$ cat src/rtl/atm_cash_dispenser.sv
// ATM cash dispenser: captures a request on the success rising edge, plans a greedy
// note breakdown against the vault, then feeds notes one at a time over valid/ack.
module atm_cash_dispenser #(
  parameter int unsigned INIT_N1000 = 2,
  parameter int unsigned INIT_N500  = 4,
  parameter int unsigned INIT_N100  = 10,
  parameter int unsigned INIT_N50   = 10
) (
  input  logic        clk,
  input  logic        rst,
  input  logic        success,
  input  logic [13:0] cash_amt,
  input  logic        cancel,
  input  logic        note_ack,
  output logic        note_valid,
  output logic [1:0]  note_denom,
  output logic        busy,
  output logic        done,
  output logic        error,
  output logic [1:0]  err_code,
  output logic [13:0] dispensed_total,
  output logic [7:0]  inv_1000,
  output logic [7:0]  inv_500,
  output logic [7:0]  inv_100,
  output logic [7:0]  inv_50
);

  localparam int unsigned AMT_W     = 14;
  localparam int unsigned CNT_W     = 8;
  localparam int unsigned NUM_DENOM = 4;

  localparam logic [1:0] ERR_NONE  = 2'd0;
  localparam logic [1:0] ERR_BAD   = 2'd1;
  localparam logic [1:0] ERR_SHORT = 2'd2;

  typedef enum logic [2:0] {
    S_IDLE,
    S_PLAN,
    S_DISPENSE,
    S_DONE,
    S_ERROR
  } state_t;

  state_t state_q, state_d;

  logic                                success_prev_q;
  logic [AMT_W-1:0]                    remaining_q, remaining_d;
  logic [AMT_W-1:0]                    total_q, total_d;
  logic [NUM_DENOM-1:0][CNT_W-1:0]     inv_q, inv_d;
  logic [NUM_DENOM-1:0][CNT_W-1:0]     plan_q, plan_d;
  logic [NUM_DENOM-1:0][CNT_W-1:0]     inv_init;
  logic                                note_valid_q, note_valid_d;
  logic [1:0]                          denom_q, denom_d;
  logic                                busy_q, busy_d;
  logic                                done_q, done_d;
  logic                                error_q, error_d;
  logic [1:0]                          err_code_q, err_code_d;

  logic                                req_edge_c;
  logic                                amt_ok_c;
  logic                                ack_fire_c;
  logic                                plan_found_c;
  logic [1:0]                          plan_sel_c;
  logic [NUM_DENOM-1:0][CNT_W-1:0]     plan_after_c;
  logic                                disp_found_c;
  logic [1:0]                          disp_sel_c;

  // Denomination code to face value.
  function automatic logic [AMT_W-1:0] denom_value(input logic [1:0] code);
    logic [AMT_W-1:0] v;
    case (code)
      2'd0:    v = AMT_W'(50);
      2'd1:    v = AMT_W'(100);
      2'd2:    v = AMT_W'(500);
      default: v = AMT_W'(1000);
    endcase
    return v;
  endfunction

  assign inv_init = {CNT_W'(INIT_N1000), CNT_W'(INIT_N500),
                     CNT_W'(INIT_N100),  CNT_W'(INIT_N50)};

  assign req_edge_c = success & ~success_prev_q;
  assign amt_ok_c   = (cash_amt != '0) && ((cash_amt % AMT_W'(50)) == '0);
  assign ack_fire_c = note_valid_q & note_ack;

  // Greedy pick: largest denomination that fits the remainder and still has unplanned stock.
  always_comb begin
    logic [1:0] idx;
    plan_found_c = 1'b0;
    plan_sel_c   = 2'd0;
    idx          = 2'd0;
    for (int i = 3; i >= 0; i--) begin
      idx = 2'(i);
      if (!plan_found_c && (inv_q[idx] > plan_q[idx]) &&
          (denom_value(idx) <= remaining_q)) begin
        plan_found_c = 1'b1;
        plan_sel_c   = idx;
      end
    end
  end

  // Plan counts after this cycle's ack, and the next note to present from them.
  always_comb begin
    logic [1:0] idx;
    plan_after_c = plan_q;
    if (ack_fire_c) begin
      plan_after_c[denom_q] = plan_q[denom_q] - CNT_W'(1);
    end
    disp_found_c = 1'b0;
    disp_sel_c   = 2'd0;
    idx          = 2'd0;
    for (int i = 3; i >= 0; i--) begin
      idx = 2'(i);
      if (!disp_found_c && (plan_after_c[idx] != '0)) begin
        disp_found_c = 1'b1;
        disp_sel_c   = idx;
      end
    end
  end

  // Next-state and next-output logic.
  always_comb begin
    state_d      = state_q;
    remaining_d  = remaining_q;
    total_d      = total_q;
    inv_d        = inv_q;
    plan_d       = plan_q;
    err_code_d   = err_code_q;
    note_valid_d = 1'b0;
    denom_d      = denom_q;

    case (state_q)
      S_IDLE: begin
        if (req_edge_c && !cancel) begin
          if (!amt_ok_c) begin
            state_d    = S_ERROR;
            err_code_d = ERR_BAD;
          end else begin
            state_d     = S_PLAN;
            remaining_d = cash_amt;
            plan_d      = '0;
            total_d     = '0;
            err_code_d  = ERR_NONE;
          end
        end
      end
      S_PLAN: begin
        if (cancel) begin
          state_d = S_IDLE;
        end else if (plan_found_c) begin
          plan_d[plan_sel_c] = plan_q[plan_sel_c] + CNT_W'(1);
          remaining_d        = remaining_q - denom_value(plan_sel_c);
          if (remaining_q == denom_value(plan_sel_c)) begin
            state_d = S_DISPENSE;
          end
        end else begin
          state_d    = S_ERROR;
          err_code_d = ERR_SHORT;
        end
      end
      S_DISPENSE: begin
        if (ack_fire_c) begin
          plan_d           = plan_after_c;
          inv_d[denom_q]   = inv_q[denom_q] - CNT_W'(1);
          total_d          = total_q + denom_value(denom_q);
        end
        if (disp_found_c) begin
          note_valid_d = 1'b1;
          denom_d      = disp_sel_c;
        end else begin
          state_d = S_DONE;
        end
      end
      S_DONE:  state_d = S_IDLE;
      S_ERROR: state_d = S_IDLE;
      default: state_d = S_IDLE;
    endcase

    busy_d  = (state_d == S_PLAN) || (state_d == S_DISPENSE);
    done_d  = (state_d == S_DONE);
    error_d = (state_d == S_ERROR);
  end

  // State and datapath registers.
  always_ff @(posedge clk) begin
    if (rst) begin
      state_q        <= S_IDLE;
      success_prev_q <= 1'b0;
      remaining_q    <= '0;
      total_q        <= '0;
      inv_q          <= inv_init;
      plan_q         <= '0;
      note_valid_q   <= 1'b0;
      denom_q        <= 2'd0;
      busy_q         <= 1'b0;
      done_q         <= 1'b0;
      error_q        <= 1'b0;
      err_code_q     <= ERR_NONE;
    end else begin
      state_q        <= state_d;
      success_prev_q <= success;
      remaining_q    <= remaining_d;
      total_q        <= total_d;
      inv_q          <= inv_d;
      plan_q         <= plan_d;
      note_valid_q   <= note_valid_d;
      denom_q        <= denom_d;
      busy_q         <= busy_d;
      done_q         <= done_d;
      error_q        <= error_d;
      err_code_q     <= err_code_d;
    end
  end

  assign note_valid      = note_valid_q;
  assign note_denom      = denom_q;
  assign busy            = busy_q;
  assign done            = done_q;
  assign error           = error_q;
  assign err_code        = err_code_q;
  assign dispensed_total = total_q;
  assign inv_1000        = inv_q[3];
  assign inv_500         = inv_q[2];
  assign inv_100         = inv_q[1];
  assign inv_50          = inv_q[0];

endmodule

$ cat config.mk
export PLATFORM = sky130hd
export DESIGN_NAME = atm_cash_dispenser
export DESIGN_NICKNAME = d
export VERILOG_FILES = /design/src/rtl/atm_cash_dispenser.sv
export SDC_FILE = /design/constraint.sdc
export NUM_CORES = 1
export LEC_CHECK = 0
export ABC_CLOCK_PERIOD_IN_PS = 11000
export CORE_MARGIN = 2
export CORE_UTILIZATION = 65
export CTS_CLUSTER_DIAMETER = 80
export DETAILED_ROUTE_END_ITERATION = 7
export HOLD_SLACK_MARGIN = 0.1
export PLACE_DENSITY = 0.87
export SYNTH_ARGS = -nofsm -noshare
export SYNTH_HDL_FRONTEND = slang
export SYNTH_SLANG_ARGS = --single-unit
$ cat constraint.sdc
create_clock -name clk -period 11 [get_ports clk]
set_input_delay 2.2 -clock clk [delete_from_list [all_inputs] [get_ports clk]]
set_output_delay 2.2 -clock clk [all_outputs]
set_load 0.01 [all_outputs]
==> impl_metrics.toml <==
[outcome]
outcome = "completed"

[synthesis]
synth.distinct_cells = 101
ys_ff_latch = 103
synthesis.nets = 1368
synth-edff-count = 0
syn_area_um2 = 10000
synthFlopType = "dfxtp_1"
syn_inst = 1283
ys_async_sr_fraction_pct = 0
yosysSeqAreaShare_pct = 20.6
yosysWarnings = 0
avgSynthCellArea_um2 = 7.81

[sta]
tns_ns = 0
slew_viol_final = 0
setup_viol = 0
final_hold_viol_count = 0
hold_ws_ns = 0.490
fmax_mhz = 100
fin_skew_ns = 0.00889
grt_setup_unrepaired = "no"
maxSlewHeadroom_pct = 25.1
period_minus_slack_ns = 9.97
tightest_slew_ns = 1.12
finalCritPeriodShare_pct = 90.6

[global_route]
antenna_found_initial = 0
grt_pass1_wl_um = 48400
grt_pass1_vias = 9547
grt_use_total_pct = 35.9
grt_max_degree = 79
overflow = 0

[critical_path]
worstReg2RegEnd = "remaining_q[11]"
worstPathArrival_ns = 10.18
cp-start-kind = "input pin"
path_max_fanout = 26
end_kind = "flip-flop"
r2r_setup_slack_ns = 4.99
cp_data_required_time_ns = 11.22
cp_slowest_cell = "clkdlybuf4s50_1"
path_class = "input pin to flip-flop"
critical_path.max_stage_delay_ns = 1.06
r2r_cells = 27
r2r-start = "plan_q[25]"

[worst_hold_path]
whs_endpoint = "remaining_q[1]"
hp-class = "flip-flop to flip-flop"
min_path_cells = 2
hold_start = "remaining_q[1]"

[place]
io_buffers = 71
dpl-instance-area_um2 = 10700
dpl.cell_count = 1467
dpl.hpwl_um = 21000
place.gp.congestion = 0.990

[floorplanning]
core_um2 = 15100
pin_count = 73
initial_utilization_pct = 66.2
die_h_um = 128
row_count = 45
dieArea_um2 = 16400
die_w_um = 128

[final_layout]
multiInputGateArea_um2 = 7310
layout.cells.non_filler = 1483
nNetsFinal = 1375
nFillCells = 1183
area.growth.synth_to_final_pct = 9.34
layout_commonest_cell = "nor2_1"
finalInstanceArea_um2 = 11000
seqCellArea_um2 = 2060
drive_above_1_share_pct = 7.10
layout_common_cells = "120 x nor2_1, 103 x dfxtp_1, 97 x nand2_1"
n_antenna_cell = 0

[clocking]
cts_htree_levels = 3
clk_pin_slew_worst_paths_ns = 0.08
cts-root-buf = "clkbuf_16"
clock_latency_ns = 0.36
cts_made_buffers = 9
cts.sinks = 103
cts_hold_buf = 0
cts_buffer_depth = 2
postCtsSetupBuffers = 0
post_cts_resized = 0
cts_tree = "done"

[routing]
ant_nets = 0
routed-via-count = 10500
firstDrtPassIters = 6
drtIter0Drc = 1117
routed_wl_um = 29700
via_per_inst = 7.05
drc = 0
post_drt_wl_per_cell_um = 20.0

[power_and_ir_drop]
ir_drop_mv = 0.0892
power_mw = 1.33
p_leak_nw = 4.37
powerDensity_nw_per_um2 = 122

[job]
maxCapViolations = 0
-- layer usage --
layer  vias up  routed length [µm]  GRT usage [%]
met5         -                   0              0
met4         0                1030           13.5
met3       108                2760           5.59
met2       610               13400           57.9
met1      4883               12500           48.6
li1       4861                   -              -
-- cells by family (layout without fill, tap and decap cells) --
logic type               Yosys count  after routing  share of synthesized area [%]
AND/OR/NAND/NOR                  408            408                           20.0
other                              1              1                         0.0374
flip-flops                       103            103                           20.6
XOR/XNOR                          40             40                           3.57
AO/OA/AOI/OAI                    456            456                           33.3
buffers and inverters            157            169                           6.73
multiplexers                      52             52                           7.43
adder cells (fa/ha/maj)           66             66                           8.39
-- worst max path at each step --
stage,from,end,slack (ns),cells after the start
floorplan,cash_amt[12],remaining_q[3],3.40,27
global placement,cash_amt[12],plan_q[24],1.13,25
detailed placement,cash_amt[11],remaining_q[2],0.88,26
CTS,cash_amt[11],remaining_q[2],1.22,26
global route,cash_amt[11],plan_q[7],0.28,25
finish,cash_amt[11],plan_q[7],1.03,25
-- Yosys cell counts, types with 22 or more instances --
library cell    n  area, µm²
a211oi_1       40        300
o211ai_1       22        165
a21o_1         33        248
nor3_1         25        125
mux2i_1        32        320
nor2_1        121        454
nand2_1        97        364
o22ai_1        24        150
ha_1           64        801
o21ai_0        60        300
clkbuf_1       59        221
inv_1          66        248
dfxtp_1       103       2060
a21oi_1        80        400
nand3_1        41        205
-- critical path: cells and delay by family --
| family | cells | cell delay, ns |
|---|---|---|
| AO/OA/AOI/OAI | 11 | 2.94 |
| multiplexers | 1 | 0.35 |
| adder cells (fa/ha/maj) | 1 | 0.24 |
| AND/OR/NAND/NOR | 11 | 3.36 |
| buffers and inverters | 1 | 1.06 |
-- layout make-up --
class / count / area share (%)
clock buffer: 9 / 2.05
clock inverter: 7 / 0.605
inverter: 68 / 2.33
multi-input combinational: 1023 / 66.7
sequential: 103 / 18.8
tap: 188 / 2.15
timing repair buffer: 85 / 7.40
-- state kept, by name (all words and copies together), names as in the netlist --
| name | count |
|---|---|
| state_q | 3 |
| error | 1 |
| inv_100 | 8 |
| success_prev_q | 1 |
| plan_q | 32 |
| remaining_q | 14 |
| inv_1000 | 8 |
| note_denom | 2 |
| inv_50 | 8 |
| dispensed_total | 13 |
| note_valid | 1 |
| busy | 1 |
| done | 1 |
| inv_500 | 8 |
| err_code | 2 |
-- stage by stage --
stage | setup slack [ns] | utilization [%]
floorplan | 3.40 | -
global placement | 1.13 | 70.4
detailed placement | 0.875 | 70.4
CTS | 1.22 | 72.4
global route | 0.283 | 72.4
finish | 1.03 | 72.4
-- power by group --
group          internal, mW  switching (mW)
Combinational         0.241           0.385
Sequential            0.379         0.00993
Clock                 0.159           0.160
Total                 0.780           0.555
Note: power is estimated with default switching activity, not from simulation.
